--- src/rtl/syscall_unit.sv ---
// rtl/syscall_unit.sv - console syscall responder for the single-cycle CPU
//
// Purpose: services PRINT_INT, INPUT_INT, PRINT_CHAR and EXIT syscalls raised
// by the decoder, holding stall high until the service completes. Decimal
// output is produced by repeated subtraction of powers of ten; decimal input
// is accumulated as acc*10+digit and returned on sys_rdata for write-back.
//
// Optional feature macro: SYSCALL_ECHO_EN (echo every byte read during
// INPUT_INT back on the tx link before accepting the next one).
//
// Ports:
//   clk, rst_n           clock, synchronous active-low reset
//   syscall, sys_op, a0  request level, service code, argument register
//   stall                freeze PC/write-back while high
//   sys_rdata            read-int result, held until the next INPUT_INT
//   exit_halt            sticky halt after EXIT
//   tx_data/valid/ready  console output byte stream
//   rx_data/valid/ready  console input byte stream

`ifndef SYS_OP_LENGTH
`define SYS_OP_LENGTH 4
`endif
`ifndef SYSCALL_PRINT_INT
`define SYSCALL_PRINT_INT 1
`endif
`ifndef SYSCALL_INPUT_INT
`define SYSCALL_INPUT_INT 5
`endif
`ifndef SYSCALL_EXIT
`define SYSCALL_EXIT 10
`endif
`ifndef SYSCALL_PRINT_CHAR
`define SYSCALL_PRINT_CHAR 11
`endif

module syscall_unit #(
  parameter int MAX_DIGITS = 10,
  parameter int CHAR_W     = 8
) (
  input  logic                      clk,
  input  logic                      rst_n,
  input  logic                      syscall,
  input  logic [`SYS_OP_LENGTH-1:0] sys_op,
  input  logic [31:0]               a0,
  output logic                      stall,
  output logic [31:0]               sys_rdata,
  output logic                      exit_halt,
  output logic [CHAR_W-1:0]         tx_data,
  output logic                      tx_valid,
  input  logic                      tx_ready,
  input  logic [CHAR_W-1:0]         rx_data,
  input  logic                      rx_valid,
  output logic                      rx_ready
);

  localparam int CNT_W = $clog2(MAX_DIGITS + 1);

  localparam logic [`SYS_OP_LENGTH-1:0] OP_PRINT_INT  = `SYS_OP_LENGTH'(`SYSCALL_PRINT_INT);
  localparam logic [`SYS_OP_LENGTH-1:0] OP_INPUT_INT  = `SYS_OP_LENGTH'(`SYSCALL_INPUT_INT);
  localparam logic [`SYS_OP_LENGTH-1:0] OP_EXIT       = `SYS_OP_LENGTH'(`SYSCALL_EXIT);
  localparam logic [`SYS_OP_LENGTH-1:0] OP_PRINT_CHAR = `SYS_OP_LENGTH'(`SYSCALL_PRINT_CHAR);

  localparam logic [CHAR_W-1:0] CH_MINUS = CHAR_W'(8'h2D);
  localparam logic [CHAR_W-1:0] CH_ZERO  = CHAR_W'(8'h30);
  localparam logic [CHAR_W-1:0] CH_NINE  = CHAR_W'(8'h39);
  localparam logic [CHAR_W-1:0] CH_LF    = CHAR_W'(8'h0A);

  typedef enum logic [2:0] {
    S_IDLE,
    S_EMIT,
    S_CONV,
    S_READ,
    S_DONE,
    S_HALTED
  } state_t;

  state_t             state, state_n;
  state_t             ret, ret_n;          // state to resume after an EMIT transfer
  logic [31:0]        mag, mag_n;          // CONV magnitude, reused as READ accumulator
  logic [3:0]         k, k_n;              // current decimal position in CONV
  logic [3:0]         digit, digit_n;      // subtractions done at position k
  logic               started, started_n;  // a digit has been emitted (no more zero suppression)
  logic               neg, neg_n;
  logic               seen, seen_n;        // at least one byte accepted in READ
  logic [CNT_W-1:0]   cnt, cnt_n;
  logic [CHAR_W-1:0]  tx_data_n;
  logic [31:0]        rdata_n;
  logic               is_digit;
  logic [31:0]        dval;
  state_t             read_next;

  function automatic logic [31:0] pow10(input logic [3:0] e);
    case (e)
      4'd0:    pow10 = 32'd1;
      4'd1:    pow10 = 32'd10;
      4'd2:    pow10 = 32'd100;
      4'd3:    pow10 = 32'd1000;
      4'd4:    pow10 = 32'd10000;
      4'd5:    pow10 = 32'd100000;
      4'd6:    pow10 = 32'd1000000;
      4'd7:    pow10 = 32'd10000000;
      4'd8:    pow10 = 32'd100000000;
      4'd9:    pow10 = 32'd1000000000;
      default: pow10 = 32'd1;
    endcase
  endfunction

  always_ff @(posedge clk) begin
    if (!rst_n) begin
      state     <= S_IDLE;
      ret       <= S_DONE;
      mag       <= '0;
      k         <= '0;
      digit     <= '0;
      started   <= 1'b0;
      neg       <= 1'b0;
      seen      <= 1'b0;
      cnt       <= '0;
      tx_data   <= '0;
      sys_rdata <= '0;
    end else begin
      state     <= state_n;
      ret       <= ret_n;
      mag       <= mag_n;
      k         <= k_n;
      digit     <= digit_n;
      started   <= started_n;
      neg       <= neg_n;
      seen      <= seen_n;
      cnt       <= cnt_n;
      tx_data   <= tx_data_n;
      sys_rdata <= rdata_n;
    end
  end

  always_comb begin
    state_n   = state;
    ret_n     = ret;
    mag_n     = mag;
    k_n       = k;
    digit_n   = digit;
    started_n = started;
    neg_n     = neg;
    seen_n    = seen;
    cnt_n     = cnt;
    tx_data_n = tx_data;
    rdata_n   = sys_rdata;

    stall     = (syscall && state == S_IDLE) || (state != S_IDLE && state != S_DONE);
    tx_valid  = (state == S_EMIT);
    rx_ready  = (state == S_READ);
    exit_halt = (state == S_HALTED);

    is_digit  = (rx_data >= CH_ZERO) && (rx_data <= CH_NINE);
    dval      = 32'(rx_data - CH_ZERO);
    read_next = (rx_data == CH_LF) ? S_DONE : S_READ;

    case (state)
      S_IDLE: begin
        if (syscall) begin
          case (sys_op)
            OP_PRINT_CHAR: begin
              tx_data_n = CHAR_W'(a0[7:0]);
              ret_n     = S_DONE;
              state_n   = S_EMIT;
            end
            OP_PRINT_INT: begin
              // Negation as unsigned makes 0x80000000 map to 2147483648.
              mag_n     = a0[31] ? -a0 : a0;
              k_n       = 4'd9;
              digit_n   = 4'd0;
              started_n = 1'b0;
              if (a0[31]) begin
                tx_data_n = CH_MINUS;
                ret_n     = S_CONV;
                state_n   = S_EMIT;
              end else begin
                state_n   = S_CONV;
              end
            end
            OP_INPUT_INT: begin
              mag_n   = '0;
              neg_n   = 1'b0;
              seen_n  = 1'b0;
              cnt_n   = '0;
              state_n = S_READ;
            end
            OP_EXIT:  state_n = S_HALTED;
            default:  state_n = S_DONE;
          endcase
        end
      end

      S_CONV: begin
        if (mag >= pow10(k)) begin
          mag_n   = mag - pow10(k);
          digit_n = digit + 4'd1;
        end else if (digit != 4'd0 || started || k == 4'd0) begin
          // Digit settled: emit it, then resume at the next lower position
          // (or finish after the units digit).
          tx_data_n = CHAR_W'(8'h30 + {4'd0, digit});
          started_n = 1'b1;
          digit_n   = 4'd0;
          ret_n     = (k == 4'd0) ? S_DONE : S_CONV;
          k_n       = (k == 4'd0) ? k : k - 4'd1;
          state_n   = S_EMIT;
        end else begin
          k_n = k - 4'd1;  // leading zero suppressed
        end
      end

      S_EMIT: begin
        if (tx_ready) state_n = ret;
      end

      S_READ: begin
        if (rx_valid) begin
          seen_n = 1'b1;
          if (rx_data == CH_LF) begin
            rdata_n = neg ? -mag : mag;
          end else if (!seen && rx_data == CH_MINUS) begin
            neg_n = 1'b1;
          end else if (is_digit && cnt < CNT_W'(MAX_DIGITS)) begin
            mag_n = (mag << 3) + (mag << 1) + dval;
            cnt_n = cnt + 1'b1;
          end
`ifdef SYSCALL_ECHO_EN
          tx_data_n = rx_data;
          ret_n     = read_next;
          state_n   = S_EMIT;
`else
          state_n   = read_next;
`endif
        end
      end

      S_DONE:   state_n = S_IDLE;
      S_HALTED: state_n = S_HALTED;
      default:  state_n = S_IDLE;
    endcase
  end

endmodule

--- config.mk ---
export PLATFORM = sky130hd
export DESIGN_NAME = syscall_unit
export DESIGN_NICKNAME = d
export VERILOG_FILES = /design/src/rtl/syscall_unit.sv
export SDC_FILE = /design/constraint.sdc
export NUM_CORES = 1
export LEC_CHECK = 0
export ABC_CLOCK_PERIOD_IN_PS = 12500
export BUFFER_PORTS_ARGS = -buffer_cell sky130_fd_sc_hd__buf_2
export CAP_MARGIN = 10
export CORE_MARGIN = 8
export CORE_UTILIZATION = 35
export DETAILED_ROUTE_END_ITERATION = 7
export HOLD_SLACK_MARGIN = 0.02
export PLACE_DENSITY = 0.63
export SYNTH_ARGS = -nofsm -noshare
export SYNTH_HDL_FRONTEND = slang
export SYNTH_SLANG_ARGS = --single-unit
--- constraint.sdc ---
create_clock -name clk -period 12.5 [get_ports clk]
set_input_delay 0.625 -clock clk [delete_from_list [all_inputs] [get_ports clk]]
set_output_delay 0.625 -clock clk [all_outputs]
set_load 0.02 [all_outputs]
* Word-level counts from Yosys, hierarchy flattened
Memories as Yosys holds them, arrays and structs flattened. A register that Yosys moved wholly into a read port is not among the register bits.
Cells that the tools add are included.
** Word-level totals
- Register bits after elaboration :: 93
- Bits in read-only memories :: 960
- Input port bits :: 49
- Output and inout port bits :: 44
- Logic and storage cells :: 151
- Memories :: 2
** Memory list
- (name not given) :: words 16, bits a word 30, read ports 1, clocked after Yosys merged registers in 1, write ports 0, line 93 : case (e)
- (name not given) :: words 16, bits a word 30, read ports 1, clocked after Yosys merged registers in 1, write ports 0, line 93
** Operators by class
- $add $sub $neg :: 10
- $lt $le $gt $ge :: 4
- Equal/unequal tests :: 28
- Muxes and demuxes :: 70
- Reductions and logical operators :: 26
** Operators by type and width (number)
- 32-bit 2-to-1 mux :: 11
- 32-bit case mux with 3 select lines :: 1
- 4-bit 2-to-1 mux :: 19
- 32-bit adder :: 2
- 32-bit negation :: 2
- 32-bit case mux with 2 select lines :: 1
- 3-bit 2-to-1 mux :: 11
- 32-bit >= comparator :: 1
- 8-bit 2-to-1 mux :: 4
- 8-bit case mux with 2 select lines :: 2
- 32-bit subtractor :: 1
- 4-bit case mux with 2 select lines :: 3
- 3-bit case mux with 5 select lines :: 1
- 5-bit AND reduction :: 3
- 2-bit inequality test (second input constant) :: 7
- 3-bit inequality test (second input constant) :: 4
- 3-bit case mux with 2 select lines :: 2
- 3-bit case mux with 4 select lines :: 1
- 6-bit AND reduction :: 2
- 1-bit 2-to-1 mux :: 10
- 2-bit by 1-bit inequality test with 1-bit output (second input constant) :: 5
- 8-bit by 6-bit subtractor with 9-bit output (second input constant) :: 1
- 4-bit by 1-bit adder with 4-bit output (second input constant) :: 2
- 4-bit == test (second input constant) :: 2
- 27 further kinds :: 40

* Logic depth before layout (Yosys ltp)
- Depth after elaboration :: 8
- Mapped depth :: 16

* Worst setup path after synthesis
OpenSTA, ideal clock, no wires.
- Path kind :: in2reg
- From :: in rx_data[4]
- To :: reg mag[28]
- Data arrival time :: 6321 ps
- Setup slack :: 6116 ps
- Cell stages on the path :: 13
- Cell sequence :: ha_1 > nor3_1 > fa_1 > ha_1 > o21ai_0 > nand2b_1 > a21oi_1 > a21oi_1 > a31oi_1 > o311a_1 > o41a_1 > or4b_2 > nand3_1
** On the way
- Cells in the longest elaborated chain, start to end :: 7
- Elaborated cells between the ends (all ways) :: 18
- Classes of those cells :: add/sub (2); order compare (2); eq/ne (5); mux (5); reduce/logical (4)
** Ends and longest elaborated chain
- from (decl) :: line 51 : input logic [CHAR_W-1:0] rx_data,
- 8-bit by 6-bit subtractor with 9-bit output :: line 155 : dval = 32'(rx_data - CH_ZERO);
- 32-bit adder :: line 224 : mag_n = (mag << 3) + (mag << 1) + dval;
- 32-bit 2-to-1 mux :: line 223 : end else if (is_digit && cnt < CNT_W'(MAX_DIGITS)) begin
- 32-bit 2-to-1 mux :: line 221 : end else if (!seen && rx_data == CH_MINUS) begin
- 32-bit 2-to-1 mux :: line 219 : if (rx_data == CH_LF) begin
- 32-bit 2-to-1 mux :: line 217 : if (rx_valid) begin
- 32-bit case mux with 3 select lines :: line 158 : case (state)
- to (signal assigned) :: line 124 : mag <= mag_n;
- to (decl) :: line 79 : logic [31:0] mag, mag_n;
Parallel ways exist; a longest one is shown, timed or not. The select of a mux whose other input is x is not followed.
A chain may end at the register's enable or synchronous reset.

==> summary by stage <==
Clock tree
The root buffer selected by CTS is sky130_fd_sc_hd__clkbuf_16. The number of buffers on the longest clock path is 2. The count of instances resized after the clock tree is built is 0. The TritonCTS clock tree is built. Buffers inserted during clock tree synthesis total 17.

The number of setup buffers added after CTS is 0. The clock edge transition at the registers on the reported setup and hold paths is 70 ps. Clock latency on the worst-skew pair, taken at its later pin, is 430 ps. The total of hold buffers inserted after clock tree synthesis is 0. The number of H-tree branching levels is 4. Clock tree synthesis found a total of 115 sinks.

Floorplan
From bottom edge to top edge, the die measures about 190 microns. For this configuration, the core starts out at a cell density of 0.3548. The floorplan die width is approximately 190 microns. The initialized floorplan defines 62 standard-cell rows. After floorplanning, the core was sized to cover 0.02870 sq mm. In this run the count of I/O pins placed on the die edge is just over 90. The die covers about 0.035 sq mm.

Setup path
Data on the critical path is required at its endpoint by between 10000 and 15000 ps. The sort of element at the start of the critical path is a register. The data arrival time of the worst path is just under 5000 ps.

By startpoint and endpoint, the worst setup path is classified as register to register. In this design, the critical path's most frequently occurring cell is sky130_fd_sc_hd__inv_1. Counting cells, the worst reg-to-reg path comes to 16. The cell type group with the largest total delay on the critical path is compound AO/OA/AOI/OAI gates.

The setup slack of the most critical reg-to-reg path is 7880 ps. Along the worst path, the maximum fanout reaches 7. The worst setup path is captured at a register. The maximum single-stage delay on the critical path is 500 ps. The startpoint identified for the worst register-to-register timing path is mag[0]$_SDFFE_PN0P_.

The number of buffers and inverters on the critical path is 3. For this design, the slowest cell found on the critical path is sky130_fd_sc_hd__or3_1. The critical path runs through a total of 16 cells. Walking the worst path, the cells encountered are inv_1, ha_1, inv_1, fa_1, a21o_1, a21o_1, a211oi_1, o21ai_1, or3_1, a31o_2, a21boi_0, nand2_1, ha_1, inv_1, a2111oi_2, a311o_1.

Detailed routing
The via density per instance is between 5 and 6. The per-cell routed wire length is approximately 18 microns. After detailed routing, the number of remaining DRC violations is 0. The detailed router's first-iteration violation count is 839. Once detail routing completed, the nets flagged for antenna violations numbered 0. The detailed-router iteration count before antenna repair is 5.

The detailed router placed around 10000 vias in this run. The sum of routed wire length over all layers is 32100 microns.

Min path
The classification of the worst-slack hold path is register to register. Along the worst hold path, the cell count comes to 2. The critical hold path startpoint is tx_data[7]$_SDFFE_PN0P_. The worst hold path terminates at tx_data[7]$_SDFFE_PN0P_.

Finish
The net count reported at finish is ~1500. The layout overhead on the synthesized area is 13.72%. The count of cells in the finished layout, fillers not included, comes to around 1700. The final antenna diode count is 0. The cell area after layout is about 0.012 sq mm. The number of fill cells in the layout is about 2900. Of the cells placed in the final design, the portion with a size suffix greater than 1 is 0.1223.

Placement
The routability congestion estimate is between 0.9 and 1. After detailed placement, the design holds a cell count of approximately 1700. The count of input and output buffers is 92. The HPWL after detailed placement is 24950 microns. The total cell area at the placement stage is 0.01100 sq mm.

GRT
Entering global routing, the biggest net connects 66 pins. The via count of the first global-routing pass is 9500. The first-pass GRT wire length is 52030 microns. The initial antenna violation count was 0.

The global-route total usage across every layer is 0.1810. Summed over all layers, the global routing overflow is 0.

Synthesis
For this run, asynchronously set or reset flops after synthesis account for 0. After synthesis, the mean cell area works out to between 7 and 8 sq um. The number of flops mapped to enable cells by yosys is 0. Of the post-synthesis cell area, the dominant cell type holds 0.2260. The synthesized design contains ~120 register bits.

The most frequently used flop master after synthesis is sky130_fd_sc_hd__dfxtp_1. The biggest area contributor in the post-synthesis netlist is sky130_fd_sc_hd__dfxtp_1. The Yosys warning count is 0. Sorting the synthesized cells by area gives the leading types as sky130_fd_sc_hd__dfxtp_1 23%, sky130_fd_sc_hd__ha_1 9.3%, sky130_fd_sc_hd__xor2_1 5.9%. The share of the Yosys chip area taken by registers is 0.2260.

Counting every net in the synthesized netlist gives ~1400. Counting every instance in the synthesized netlist gives ~1300. After synthesis, the netlist uses 73 different library cells. The summed instance area of the synthesized netlist is around 0.010 sq mm.

STA
The worst path needs approximately 4600 ps of the cycle, external delays included. Setup violations remaining at the end of the flow were counted as 0. The count of pins over their slew limit came to 0. The actual transition at the worst max-transition pin is around 1100 ps. Based on the critical path, the design can be clocked at up to between 200 and 250 MHz. On the final layout, the worst clock skew is between 15 and 20 ps.

Measured against its own limit, the worst slew margin works out to 0.2964. The final worst-path cycle share is 0.3699. Summed over all failing endpoints, the final setup total negative slack is 0 ps. Setup repair after global routing left no endpoint under its margin. The final count of hold timing violations came to 0.

Power and ir drop
For this design the static power due to leakage is around 4.8 nW. The post-route total power is about 1.5 mW. The worst-case IR drop observed on VDD is approximately 96 uV. The total power divided by cell area is 128.0 mW/mm^2.

Flow run
The number of maximum-capacitance violations is 0.

Outcome
The flow ran to the end, and the final reports show no timing, DRC or antenna violations.
[metal layers]
layer / global-route usage / share of wire / vias up
met5: 0 / 0 / -
met4: 0.05528 / 0.019 / 0
met3: 0.03188 / 0.055 / 43
met2: 0.2827 / 0.45 / 273
met1: 0.2502 / 0.48 / 4660
li1: - / - / 4877
[power by group]
group | switching (mW) | total [mW] | internal, mW
Clock | 0.204 | 0.483 | 0.279
Sequential | 0.0367 | 0.418 | 0.381
Combinational | 0.353 | 0.581 | 0.229
[cell families after synthesis]
logic type               count (synthesis)  share of synthesized area
AND/OR/NAND/NOR                        401                     0.1942
adder cells (fa/ha/maj)                106                     0.1523
multiplexers                             7                   0.006880
XOR/XNOR                               110                    0.09459
flip-flops                             115                     0.2260
buffers and inverters                  121                    0.04459
AO/OA/AOI/OAI                          429                     0.2813
[cells in the final DEF, fill, tap and decap left out, types with 30 or more instances in the layout]
master / count
sky130_fd_sc_hd__nor2_1: 110
sky130_fd_sc_hd__dfxtp_1: 115
sky130_fd_sc_hd__xnor2_1: 41
sky130_fd_sc_hd__fa_1: 30
sky130_fd_sc_hd__nor3_1: 35
sky130_fd_sc_hd__a211oi_1: 52
sky130_fd_sc_hd__o21ai_0: 81
sky130_fd_sc_hd__buf_2: 92
sky130_fd_sc_hd__xor2_1: 69
sky130_fd_sc_hd__nand2_1: 102
sky130_fd_sc_hd__a21oi_1: 98
sky130_fd_sc_hd__inv_1: 61
sky130_fd_sc_hd__ha_1: 76
[area by class of cell]
| type | instances | area (sq um) | area share |
|---|---|---|---|
| inverter | 62 | 232.7 | 0.02009 |
| clock buffer | 17 | 425.4 | 0.03673 |
| multi-input combinational | 1053 | 7450 | 0.6432 |
| sequential | 115 | 2302 | 0.1988 |
| clock inverter | 15 | 148.9 | 0.01286 |
| timing repair buffer | 103 | 543.0 | 0.04688 |
| tap | 384 | 480.5 | 0.04148 |
[stage by stage]
| step | util | hold slack (ps) | setup slack, ps |
|---|---|---|---|
| after floorplan | - | 433.8 | 6116 |
| after global placement | 0.3833 | 455.5 | 7715 |
| after detailed placement | 0.3833 | 460.7 | 7646 |
| after CTS | 0.4033 | 472.4 | 7865 |
| after global routing | 0.4035 | 493.8 | 7550 |
| final | 0.4035 | 467.3 | 7876 |
[worst min-delay path, cell delays in order, from the launching register on]
cell and delay (ps):
sky130_fd_sc_hd__dfxtp_1 310, sky130_fd_sc_hd__nand2b_1 60, sky130_fd_sc_hd__a21oi_1 50
[Yosys cell counts (7+ instances only)]
master / count
sky130_fd_sc_hd__dfxtp_1: 115
sky130_fd_sc_hd__nor2_1: 112
sky130_fd_sc_hd__nand2_1: 102
sky130_fd_sc_hd__a21oi_1: 99
sky130_fd_sc_hd__o21ai_0: 81
sky130_fd_sc_hd__ha_1: 76
sky130_fd_sc_hd__xor2_1: 69
sky130_fd_sc_hd__inv_1: 62
sky130_fd_sc_hd__clkbuf_1: 56
sky130_fd_sc_hd__a211oi_1: 52
sky130_fd_sc_hd__xnor2_1: 41
sky130_fd_sc_hd__nor3_1: 36
sky130_fd_sc_hd__fa_1: 30
sky130_fd_sc_hd__a21o_1: 28
sky130_fd_sc_hd__o31ai_1: 26
sky130_fd_sc_hd__nand3_1: 23
sky130_fd_sc_hd__o22ai_1: 19
sky130_fd_sc_hd__nand2b_1: 17
sky130_fd_sc_hd__or3_1: 16
sky130_fd_sc_hd__o21a_1: 15
sky130_fd_sc_hd__o211ai_1: 14
sky130_fd_sc_hd__and3_1: 12
sky130_fd_sc_hd__nor2b_1: 11
sky130_fd_sc_hd__or4_1: 11
sky130_fd_sc_hd__a31oi_1: 10
sky130_fd_sc_hd__and2_1: 10
sky130_fd_sc_hd__o21bai_1: 10
sky130_fd_sc_hd__o41ai_1: 10
sky130_fd_sc_hd__nor4_1: 9
sky130_fd_sc_hd__or2_2: 9
sky130_fd_sc_hd__nand4_1: 8
sky130_fd_sc_hd__mux2i_1: 7
[how the worst max path moves through the flow]
| stage | endpoint | start | slack, ps |
|---|---|---|---|
| floorplan | mag[28]$_SDFFE_PN0P_ | rx_data[4] | 6120 |
| global placement | mag[28]$_SDFFE_PN0P_ | rx_data[4] | 7710 |
| detailed placement | mag[28]$_SDFFE_PN0P_ | rx_data[4] | 7650 |
| CTS | tx_data[2]$_SDFFE_PN0P_ | mag[21]$_SDFFE_PN0P_ | 7860 |
| global route | register | mag[21]$_SDFFE_PN0P_ | 7550 |
| finish | register | mag[0]$_SDFFE_PN0P_ | 7880 |
(Power assumes the default switching activity.)
